==> config.mk <==
export PLATFORM = sky130hd
export DESIGN_NAME = uart_tx
export DESIGN_NICKNAME = d
export VERILOG_FILES = /design/src/rtl/uart_tx.sv
export SDC_FILE = /design/constraint.sdc
export NUM_CORES = 1
export LEC_CHECK = 0
export CAP_MARGIN = 40
export CORE_UTILIZATION = 44
export CTS_CLUSTER_DIAMETER = 30
export CTS_CLUSTER_SIZE = 24
export DETAILED_ROUTE_END_ITERATION = 10
export GPL_TIMING_DRIVEN = 0
export PLACE_DENSITY = 0.59
export SLEW_MARGIN = 20
export SYNTH_ARGS = -nofsm -noshare
export SYNTH_HDL_FRONTEND = slang
export SYNTH_SLANG_ARGS = --single-unit
==> constraint.sdc <==
create_clock -name clk -period 2.05 [get_ports clk]
set_input_delay 0.41 -clock clk [delete_from_list [all_inputs] [get_ports clk]]
set_output_delay 0.41 -clock clk [all_outputs]
set_load 0.01 [all_outputs]
==> src/rtl/uart_tx.sv <==
// uart_tx: LSB-first UART transmitter behind a valid/ready input handshake.
// Optional macro UART_TX_BUFFER_EN adds a one-word holding register for gapless frames.
module uart_tx #(
    parameter int BAUD_RATE  = 9600,
    parameter int PARITY_BIT = 0,
    parameter int DATA_LEN   = 8,
    parameter int STOP_BIT   = 1,
    parameter int CLK_FREQ   = 50_000_000
) (
    input  logic                clk,
    input  logic                rst,
    input  logic [DATA_LEN-1:0] tx_data,
    input  logic                tx_valid,
    output logic                tx_ready,
    output logic                tx,
    output logic                tx_busy,
    output logic                tx_done
);

    localparam int HALF_RAW = CLK_FREQ / (2 * BAUD_RATE);
    localparam int HALF     = (HALF_RAW < 1) ? 1 : HALF_RAW;
    localparam int HCW      = (HALF > 1) ? $clog2(HALF) : 1;
    localparam int STOP_HB  = (STOP_BIT == 2) ? 4 : (STOP_BIT == 3) ? 3 : 2;
    localparam bit HAS_PAR  = (PARITY_BIT == 1) || (PARITY_BIT == 2);

    localparam logic [HCW-1:0] HCNT_MAX  = HCW'(HALF - 1);
    localparam logic [3:0]     LAST_BIT  = 4'(DATA_LEN - 1);
    localparam logic [1:0]     LAST_STOP = 2'(STOP_HB - 1);

    typedef enum logic [2:0] {
        S_IDLE   = 3'd0,
        S_START  = 3'd1,
        S_DATA   = 3'd2,
        S_PARITY = 3'd3,
        S_STOP   = 3'd4
    } state_t;

    state_t              state, state_n;
    logic [HCW-1:0]      hcnt, hcnt_n;
    logic [1:0]          hb, hb_n;
    logic [3:0]          bcnt, bcnt_n;
    logic [DATA_LEN-1:0] shreg, shreg_n;
    logic                par, par_n;
    logic                load, load_n;
    logic                done_q, done_n;
    logic                tx_q, tx_n;
    logic                accept;
    logic                bypass;
    logic                tick;

`ifdef UART_TX_BUFFER_EN
    logic [DATA_LEN-1:0] hold_q, hold_n;
    logic                hold_full, hold_full_n;
`endif

    function automatic logic par_of(input logic [DATA_LEN-1:0] d);
        return (PARITY_BIT == 1) ? ~^d : ^d;
    endfunction

`ifdef UART_TX_BUFFER_EN
    assign tx_ready = !hold_full;
`else
    assign tx_ready = (state == S_IDLE) && !load;
`endif

    // Idle with no word staged: an accepted word goes straight to the shifter.
    assign bypass = (state == S_IDLE) && !load;
    assign accept = tx_valid && tx_ready;
    assign tick   = (hcnt == HCNT_MAX);

    always_comb begin
        state_n = state;
        hcnt_n  = hcnt;
        hb_n    = hb;
        bcnt_n  = bcnt;
        shreg_n = shreg;
        par_n   = par;
        load_n  = load;
        done_n  = 1'b0;
`ifdef UART_TX_BUFFER_EN
        hold_n      = hold_q;
        hold_full_n = hold_full;
        if (accept && !bypass) begin
            hold_n      = tx_data;
            hold_full_n = 1'b1;
        end
`endif
        if (state != S_IDLE) begin
            hcnt_n = tick ? '0 : hcnt + HCW'(1);
            if (tick) begin
                hb_n = hb + 2'd1;
            end
        end

        case (state)
            S_IDLE: begin
                hcnt_n = '0;
                hb_n   = '0;
                bcnt_n = '0;
                if (load) begin
                    state_n = S_START;
                    load_n  = 1'b0;
                end else if (accept) begin
                    shreg_n = tx_data;
                    par_n   = par_of(tx_data);
                    load_n  = 1'b1;
                end
`ifdef UART_TX_BUFFER_EN
                else if (hold_full) begin
                    shreg_n     = hold_q;
                    par_n       = par_of(hold_q);
                    load_n      = 1'b1;
                    hold_full_n = 1'b0;
                end
`endif
            end
            S_START: begin
                if (tick && hb == 2'd1) begin
                    state_n = S_DATA;
                    hb_n    = '0;
                end
            end
            S_DATA: begin
                if (tick && hb == 2'd1) begin
                    hb_n    = '0;
                    shreg_n = shreg >> 1;
                    if (bcnt == LAST_BIT) begin
                        bcnt_n  = '0;
                        state_n = HAS_PAR ? S_PARITY : S_STOP;
                    end else begin
                        bcnt_n = bcnt + 4'd1;
                    end
                end
            end
            S_PARITY: begin
                if (tick && hb == 2'd1) begin
                    state_n = S_STOP;
                    hb_n    = '0;
                end
            end
            S_STOP: begin
                if (tick && hb == LAST_STOP) begin
                    hb_n   = '0;
                    done_n = 1'b1;
`ifdef UART_TX_BUFFER_EN
                    // Chain the held word so its start bit follows with no gap.
                    if (hold_full) begin
                        state_n     = S_START;
                        shreg_n     = hold_q;
                        par_n       = par_of(hold_q);
                        hold_full_n = 1'b0;
                    end else begin
                        state_n = S_IDLE;
                    end
`else
                    state_n = S_IDLE;
`endif
                end
            end
            default: begin
                state_n = S_IDLE;
                hcnt_n  = '0;
                hb_n    = '0;
                bcnt_n  = '0;
                load_n  = 1'b0;
            end
        endcase
    end

    // Line level is decoded from the next state so tx leaves a flop.
    always_comb begin
        tx_n = 1'b1;
        case (state_n)
            S_START:  tx_n = 1'b0;
            S_DATA:   tx_n = shreg_n[0];
            S_PARITY: tx_n = par_n;
            default:  tx_n = 1'b1;
        endcase
    end

    always_ff @(posedge clk or negedge rst) begin
        if (!rst) begin
            state  <= S_IDLE;
            hcnt   <= '0;
            hb     <= '0;
            bcnt   <= '0;
            shreg  <= '0;
            par    <= 1'b0;
            load   <= 1'b0;
            done_q <= 1'b0;
            tx_q   <= 1'b1;
        end else begin
            state  <= state_n;
            hcnt   <= hcnt_n;
            hb     <= hb_n;
            bcnt   <= bcnt_n;
            shreg  <= shreg_n;
            par    <= par_n;
            load   <= load_n;
            done_q <= done_n;
            tx_q   <= tx_n;
        end
    end

`ifdef UART_TX_BUFFER_EN
    always_ff @(posedge clk or negedge rst) begin
        if (!rst) begin
            hold_q    <= '0;
            hold_full <= 1'b0;
        end else begin
            hold_q    <= hold_n;
            hold_full <= hold_full_n;
        end
    end
`endif

    assign tx      = tx_q;
    assign tx_done = done_q;
    assign tx_busy = (state != S_IDLE);

endmodule

### After elaboration in Yosys (flattened, before gate mapping)

Cells that the tools add are included.

| word-level totals | value |
|---|---|
| bits in registers | 33 |
| bits of input ports | 11 |
| logic and storage cells | 73 |

| cells by class | value |
|---|---|
| add/subtract/negate cells | 3 |
| reductions and logical operators | 13 |
| bitwise gates (word level) | 1 |
| eq/ne operators | 16 |
| muxes and demuxes | 30 |

Operator list:

| cell | count |
|---|---|
| 2-to-1 mux 12 bit | 3 |
| 2-to-1 mux 8 bit | 3 |
| 2-to-1 mux 3 bit | 6 |
| case mux 8 bit (2 select lines) | 1 |
| case mux 3 bit (5 select lines) | 1 |
| adder 12 x 1 -> 12 bit (second input constant) | 1 |
| equality test 12 bit (second input constant) | 1 |
| equality test 3 x 2 -> 1 bit (second input constant) | 4 |
| 2-to-1 mux 2 bit | 4 |
| 2-to-1 mux 4 bit | 2 |
| case mux 4 bit (2 select lines) | 1 |
| parity 8 bit | 1 |
| 2-to-1 mux 1 bit | 7 |
| equality test 3 x 1 -> 1 bit (second input constant) | 2 |
| != test 2 bit (second input constant) | 3 |
| != test 3 x 1 -> 1 bit (second input constant) | 2 |
| adder 4 x 1 -> 4 bit (second input constant) | 1 |
| equality test 4 x 3 -> 1 bit (second input constant) | 1 |
| AND reduction 2 bit | 2 |
| AND reduction 4 bit | 1 |
| OR reduction 4 bit | 1 |
| equality test 3 bit (second input constant) | 1 |
| logical AND 1 bit | 3 |
| zero test 3 bit | 1 |
| 10 further kinds | 10 |

### Depth between registers and ports, before layout

Gate-level depths: netlist of run 1.

| logic depth | value |
|---|---|
| depth in word-level cells | 7 |
| gate-level depth with buffers | 7 |

### Worst setup path after synthesis of run 1

Ideal clock, no wire load.

| path | value |
|---|---|
| kind | register to register |
| start | register hcnt[0] |
| end | register shreg[2] |
| arrival | 1.747 ns |
| required time | 1.924 ns |
| cell stages (with the launch flop) | 7 |
| period minus slack after synthesis | 1.873 ns |
| setup slack | 0.177 ns |
| path buffers | 0 |
| cells stage by stage | dfrtp_1 -> ha_1 -> and4b_1 -> nand4b_4 -> nor4b_4 -> nor2_2 -> a221o_1 |

| on the way | value |
|---|---|
| word-level cells in the longest chain between the ends | 4 |

RTL lines:

| what | RTL line | text |
|---|---|---|
| from (decl) | 39 | `logic [HCW-1:0] hcnt, hcnt_n;` |
| from (signal assigned) | 194 | `hcnt <= hcnt_n;` |
| equality test 12 bit | 69 | `assign tick = (hcnt == HCNT_MAX);` |
| logical AND 1 bit | 124 | `if (tick && hb == 2'd1) begin` |
| != test 2 bit (no line) | - |  |
| AND reduction 4 bit (no line) | - |  |
| to (signal assigned) | 197 | `shreg <= shreg_n;` |
| to (decl) | 42 | `logic [DATA_LEN-1:0] shreg, shreg_n;` |

Every way passes these cells.
A chain may end at the register's enable or synchronous reset.

### Final worst setup path of run 1

| path | value |
|---|---|
| start | register state[0] |
| end | output port tx_busy |

| on the way | value |
|---|---|
| word-level cells in the longest chain between the ends | 1 |

RTL lines:

| what | RTL line | text |
|---|---|---|
| from (decl) | 38 | `state_t state, state_n;` |
| from (signal assigned) | 193 | `state <= state_n;` |
| nonzero test 3 bit | 219 | `assign tx_busy = (state != S_IDLE);` |
| to (decl) | 16 | `output logic tx_busy,` |

Every way passes these cells.

==> reports/qor.csv, run 1 <==
stage;metric;value;unit
global_routing;grt_max_degree;18;
drt;drcViolationCount;0;
logic_synthesis;ys_seq_area_frac;0.4652;
global_routing;grt_pass1_wl;6.334;mm
layout;drive_gt1_frac;0.1608;
drt;ant_nets;0;
sta;hold_violations;0;
placement;numPortBuffers;14;
sta;holdWs;58.20;ps
logic_synthesis;yosys_warnings;0;
critical_path;r2r_setup_slack;110;ps
die;io_pins;15;
cts;cts_buffer_depth;2;
die;start_util;0.4715;
logic_synthesis;syn-num-nets;186;
critical_path;crit_chain;buf_6 > clkbuf_8 > or3_1 > clkdlybuf4s15_1;
die;dieWidth;65.57;µm
logic_synthesis;async_reset_ff_frac;1.000;
critical_path;cp_num_cells;4;
critical_path;cp_data_arrival_time;1560;ps
drt;detail_route.iter0.violations;98;
sta;min_period;1972;ps
cts;cts_tree;done;
logic_synthesis;synth-edff-count;0;
cts;root_buffer;clkbuf_8;
die;rows;22;
critical_path;critPathSlowestCell;dfrtp_1;
critical_path;worstRegToRegCells;6;
sta;finalClockSkew;4.268;ps
logic_synthesis;netlist_instances;173;
hold_path;hold_class;in2async;
layout;nFillCells;328;
layout;final_util;0.5766;
critical_path;timing.rr.start;hcnt[6];
cts;path_clk_slew;70;ps
sta;maxSlewViolCount;0;
global_routing;grt_pass1_vias;1346;
flow_run;drv_cap;0;
critical_path;path_class;reg2out;
pwr;powerDensity;579.0;nW/µm²
global_routing;grt_overflow;0;
critical_path;startpoint_type;flip-flop;
drt;wl;3.720;mm
sta;worst_slack;78.33;ps
sta;clock.fmax;507.2;MHz
cts;ctsHoldBuffers;0;
placement;post-place-ws;-183.9;ps
critical_path;startpoint;state[0];
sta;finalSetupViolations;0;
die;die_h;65.57;µm
critical_path;critPathMaxFanout;10;
layout;mostFrequentLayoutCells;dfrtp_1 (31), nor2_1 (19), nand2_1 (15), xnor2_1 (13);
die;die-area;4299;µm²
layout;mostFrequentLayoutCell;dfrtp_1;
status;status;completed;
sta;worstMarginPinSlew;548.3;ps
pwr;ir_worst_vdd;292.8;µV
global_routing;grt_antenna_before_repair;0;
sta;slew_headroom;0.6344;
cts;cts_sinks;33;
layout;fin_nets;211;
layout;finalInstanceArea;2175;µm²
critical_path;cpPeakStageDelay;370;ps
drt;wl_per_cell;15.06;µm
logic_synthesis;synth-seq-cells;33;
sta;period_share;0.9618;
global_routing;grt_use_total;0.1968;
logic_synthesis;synth_area;1778;µm²
cts;cts_buffers;5;
sta;setup-tns-final;0;ps
placement;placed_cell_area;2001;µm²
logic_synthesis;synth_cell_types;43;
drt;drt_first_pass_iters;4;
layout;multi_input_area;932.1;µm²
logic_synthesis;synth_flop_cell;dfrtp_1;
cts;htreeDepth;2;
critical_path;path_buf_inv;3;
critical_path;crit_required;1640;ps
pwr;power.leakage;1.040;nW
placement;gp_congestion;0.8610;
sta;grt_setup_unrepaired;no;
critical_path;end_kind;output pin;
drt;vias;1363;
die;core-area;3771;µm²
logic_synthesis;syn_avg_cell_area;10.28;µm²
critical_path;critical-path-top-delay-family;buffers and inverters;
layout;seqCellArea;828.3;µm²
layout;syn_to_final_growth;22.31;%
drt;vias_per_cell;5.518;
layout;antennaDiodeCount;0;
cts;clk_latency;280;ps
placement;place_hpwl;2.616;mm
cells in the mapped netlist, drive strengths merged, types with 4 or more instances:
master / count / area, µm²
xnor2: 13 / 113.9
a221o: 6 / 60.06
and3: 13 / 83.83
nor2: 20 / 77.58
and4b: 4 / 40.04
xor2: 6 / 52.55
inv: 4 / 15.01
dfrtp: 32 / 800.8
o22ai: 4 / 25.02
o21ai: 5 / 25.02
clkbuf: 5 / 18.77
nand2: 15 / 56.30
metrics by stage:
stage	total power (W)	std cells
6_report	0.001259	247
3_3_place_gp	0.0007307	235
4_1_cts	0.001284	245
2_1_floorplan	0.0006909	173
3_5_place_dp	0.0007368	236
5_1_grt	0.001309	247
kinds of logic (layout without fill, tap and decap cells):
kind of cell / after synthesis / after routing / share of synthesized area
xor gates and xnor gates: 19 / 19 / 0.09360
adders and majority gates: 2 / 2 / 0.01407
buffers and inverters: 12 / 38 / 0.02744
DFF: 33 / 33 / 0.4652
muxes: 3 / 3 / 0.01759
AOI/OAI and AO/OA: 30 / 30 / 0.1224
and+or+nand+nor: 74 / 74 / 0.2597
layout make-up:
cell class                      instances  area share
Inverter                                4    0.006904
Timing Repair Buffer                   18     0.08285
Buffer                                  8     0.02647
Clock inverter                          1    0.002301
Clock buffer                            7     0.04430
Multi-Input combinational cell        128      0.4287
Tap cell                               48     0.02762
Sequential cell                        33      0.3809
routing by layer:
| metal | routed length [µm] | vias to the layer above | global-route usage |
|---|---|---|---|
| met1 | 1788 | 662 | 0.2539 |
| li1 | - | 670 | - |
| met4 | 39 | 0 | 0.08696 |
| met5 | 0 | - | 0 |
| met3 | 154 | 4 | 0.05729 |
| met2 | 1738 | 27 | 0.3041 |
worst paths after layout:
check / end
worst max-delay path: tx_busy
worst min-delay path: hcnt[5]
worst max register to register: bcnt[0]
worst min register to register: bcnt[3]
max in group asynchronous: tx
min in group clk: bcnt[3]
state kept, by name, summed over array words and instances, names as in the netlist:
register  count
tx            1
tx_done       1
state         3
bcnt          4
load          1
par           1
hb            2
shreg         8
hcnt         12
power by group:
group	switching (W)	internal, W
Combinational	0.0000353	0.0000384
Sequential	0	0.000651
Clock	0.000231	0.000303
Total	0.000266	0.000993
timing repair:
action | 4_1_cts | 5_1_grt
pin swaps | 1 | 2
setup endpoints to repair | 8 | 10
buffers inserted | 1 | 2
gates resized for setup | 11 | 11
No activity file was read; power rests on OpenSTA's default activity.
==> run 2: changes to the inputs <==
--- a/config.mk
+++ b/config.mk
@@ -5,12 +5,11 @@
 export SDC_FILE = /design/constraint.sdc
 export NUM_CORES = 1
 export LEC_CHECK = 0
-export CAP_MARGIN = 40
+export CAP_MARGIN = 20
 export CORE_UTILIZATION = 44
 export CTS_CLUSTER_DIAMETER = 30
 export CTS_CLUSTER_SIZE = 24
 export DETAILED_ROUTE_END_ITERATION = 10
-export GPL_TIMING_DRIVEN = 0
 export PLACE_DENSITY = 0.59
 export SLEW_MARGIN = 20
 export SYNTH_ARGS = -nofsm -noshare
==> reports/qor.csv, run 2 (synthesis results as in run 1) <==
stage;metric;value;unit
status;status;completed;
sta;finalClockSkew;6.396;ps
layout;antennaDiodeCount;0;
sta;finalSetupViolations;0;
placement;dp_cells;240;
sta;grt_setup_unrepaired;no;
sta;slew_headroom;0.7139;
sta;setup-tns-final;0;ps
drt;wl_per_cell;15.31;µm
critical_path;endpoint;tx_busy;
critical_path;timing.rr.start;hcnt[0];
die;die_h;65.57;µm
layout;top_register;hcnt;
critical_path;startpoint;state[1];
drt;vias_per_cell;5.532;
drt;drt_first_pass_iters;4;
critical_path;worstRegToRegCells;7;
drt;wl;3.796;mm
sta;clock.fmax;513.5;MHz
sta;worst_slack;102.7;ps
global_routing;grt_pass1_vias;1396;
die;die-area;4299;µm²
die;core-area;3771;µm²
cts;root_buffer;clkbuf_8;
critical_path;critPathMaxFanout;2;
critical_path;r2r_setup_slack;130;ps
sta;min_period;1947;ps
critical_path;end_kind;output pin;
layout;syn_to_final_growth;21.53;%
pwr;powerDensity;628.3;nW/µm²
cts;htreeDepth;2;
cts;cts_buffers;5;
pwr;power;0.001358;W
drt;vias;1372;
flow_run;drv_cap;0;
placement;place_hpwl;2.666;mm
layout;drive_gt1_frac;0.1450;
die;dieWidth;65.57;µm
layout;fin_nets;212;
sta;maxSlewViolCount;0;
layout;layout.cells.non_filler;248;
placement;numPortBuffers;14;
hold_path;hold_class;reg2reg;
drt;drcViolationCount;0;
cts;clk_latency;280;ps
die;io_pins;15;
layout;mostFrequentLayoutCells;dfrtp_1 (32), nor2_1 (19), nand2_1 (15);
cts;cts_buffer_depth;2;
drt;ant_nets;0;
critical_path;crit_required;1640;ps
critical_path;r2r-end;tx;
cts;cts_setup_buffers;0;
global_routing;grt_pass1_wl;6.596;mm
critical_path;crit_chain;or3_1 > clkdlybuf4s50_1;
critical_path;cp_data_arrival_time;1540;ps
placement;post-place-ws;151.7;ps
critical_path;critPathSlowestCell;clkdlybuf4s50_1;
layout;largestRegisters;hcnt x12, shreg x8, bcnt x4;
pwr;ir_worst_vdd;362.7;µV
global_routing;grt_antenna_before_repair;0;
sta;period_share;0.9499;
critical_path;startpoint_type;flip-flop;
sta;hold_violations;0;
layout;largest_reg_flops;12;
layout;mostFrequentLayoutCell;dfrtp_1;
cts;path_clk_slew;70;ps
drt;detail_route.iter0.violations;100;
global_routing;grt_max_degree;34;
placement;gp_congestion;0.8727;
critical_path;path_class;reg2out;
die;rows;22;
cts;cts_tree;done;
critical_path;cpPeakStageDelay;490;ps
cts;cts_sinks;33;
die;start_util;0.4715;
global_routing;grt_use_total;0.2033;
pwr;power.leakage;1.056;nW
global_routing;grt_overflow;0;
sta;worstMarginPinSlew;429.1;ps
-- run 2: cell types whose count changed in the layout (fill, tap and decap cells not counted), moves of 2 or more --
cell,change
clkbuf_1,-3
clkbuf_8,-2
clkdlybuf4s50_1,+2
buf_2,-3
buf_4,+10
buf_6,-2
-- run 2: worst max-delay path: cells and delay by family (launching register included) --
| family | cells | cell delay, ps |
|---|---|---|
| flops | 1 | 380 |
| buf+inv | 1 | 490 |
| simple gates | 1 | 390 |
-- run 2: worst min path at each step --
stage | startpoint | depth (start not counted) | to
final | hcnt[0] | 1 | hcnt[0]
after global routing | hcnt[0] | 1 | hcnt[0]
after floorplan | rst | 0 | bcnt[0]
after global placement | hcnt[0] | 1 | hcnt[0]
after detailed placement | hcnt[0] | 1 | hcnt[0]
after CTS | hcnt[0] | 1 | hcnt[0]
-- run 2: stage by stage --
| stage | utilization | instance area, µm² | hold WS (ps) |
|---|---|---|---|
| final | 0.5730 | 2161 | 456.7 |
| after CTS | 0.5730 | 2161 | 461.3 |
| after detailed placement | 0.5415 | 2042 | 451.4 |
| after global routing | 0.5730 | 2161 | 473.7 |
| after global placement | 0.5415 | 2042 | 436.9 |
| after floorplan | - | 1778 | 114.4 |
-- run 2: where the power goes --
| part | internal [W] | leakage (nW) | switching (W) | total (W) |
|---|---|---|---|---|
| clock | 0.000395 | 0.0574 | 0.000243 | 0.000638 |
| combinational | 0.0000356 | 0.561 | 0.0000331 | 0.0000687 |
| sequential | 0.000651 | 0.437 | 0 | 0.000651 |
-- run 2: cell type report --
cell class              count  area, µm²
clock buffers               6      82.58
clock inverters             2      37.54
fillers                   328       1610
inverters                   4      15.01
multi-input cells         128      902.1
flip-flops and latches     33      827.0
well taps                  48      60.06
repair buffers             27      236.5
-- run 2: timing repair --
action                     in CTS  in global routing
gates resized for setup         1                  0
hold buffers                    0                  0
setup endpoints to repair       1                  0
-- run 2: per-layer routing --
layer	vias up	global-route usage	wire, µm	share of wire
li1	669	-	-	-
met3	4	0.04861	165	0.043
met4	0	0.07609	34	0.0090
met1	665	0.2832	1932	0.51
met2	34	0.3041	1664	0.44
met5	-	0	0	0
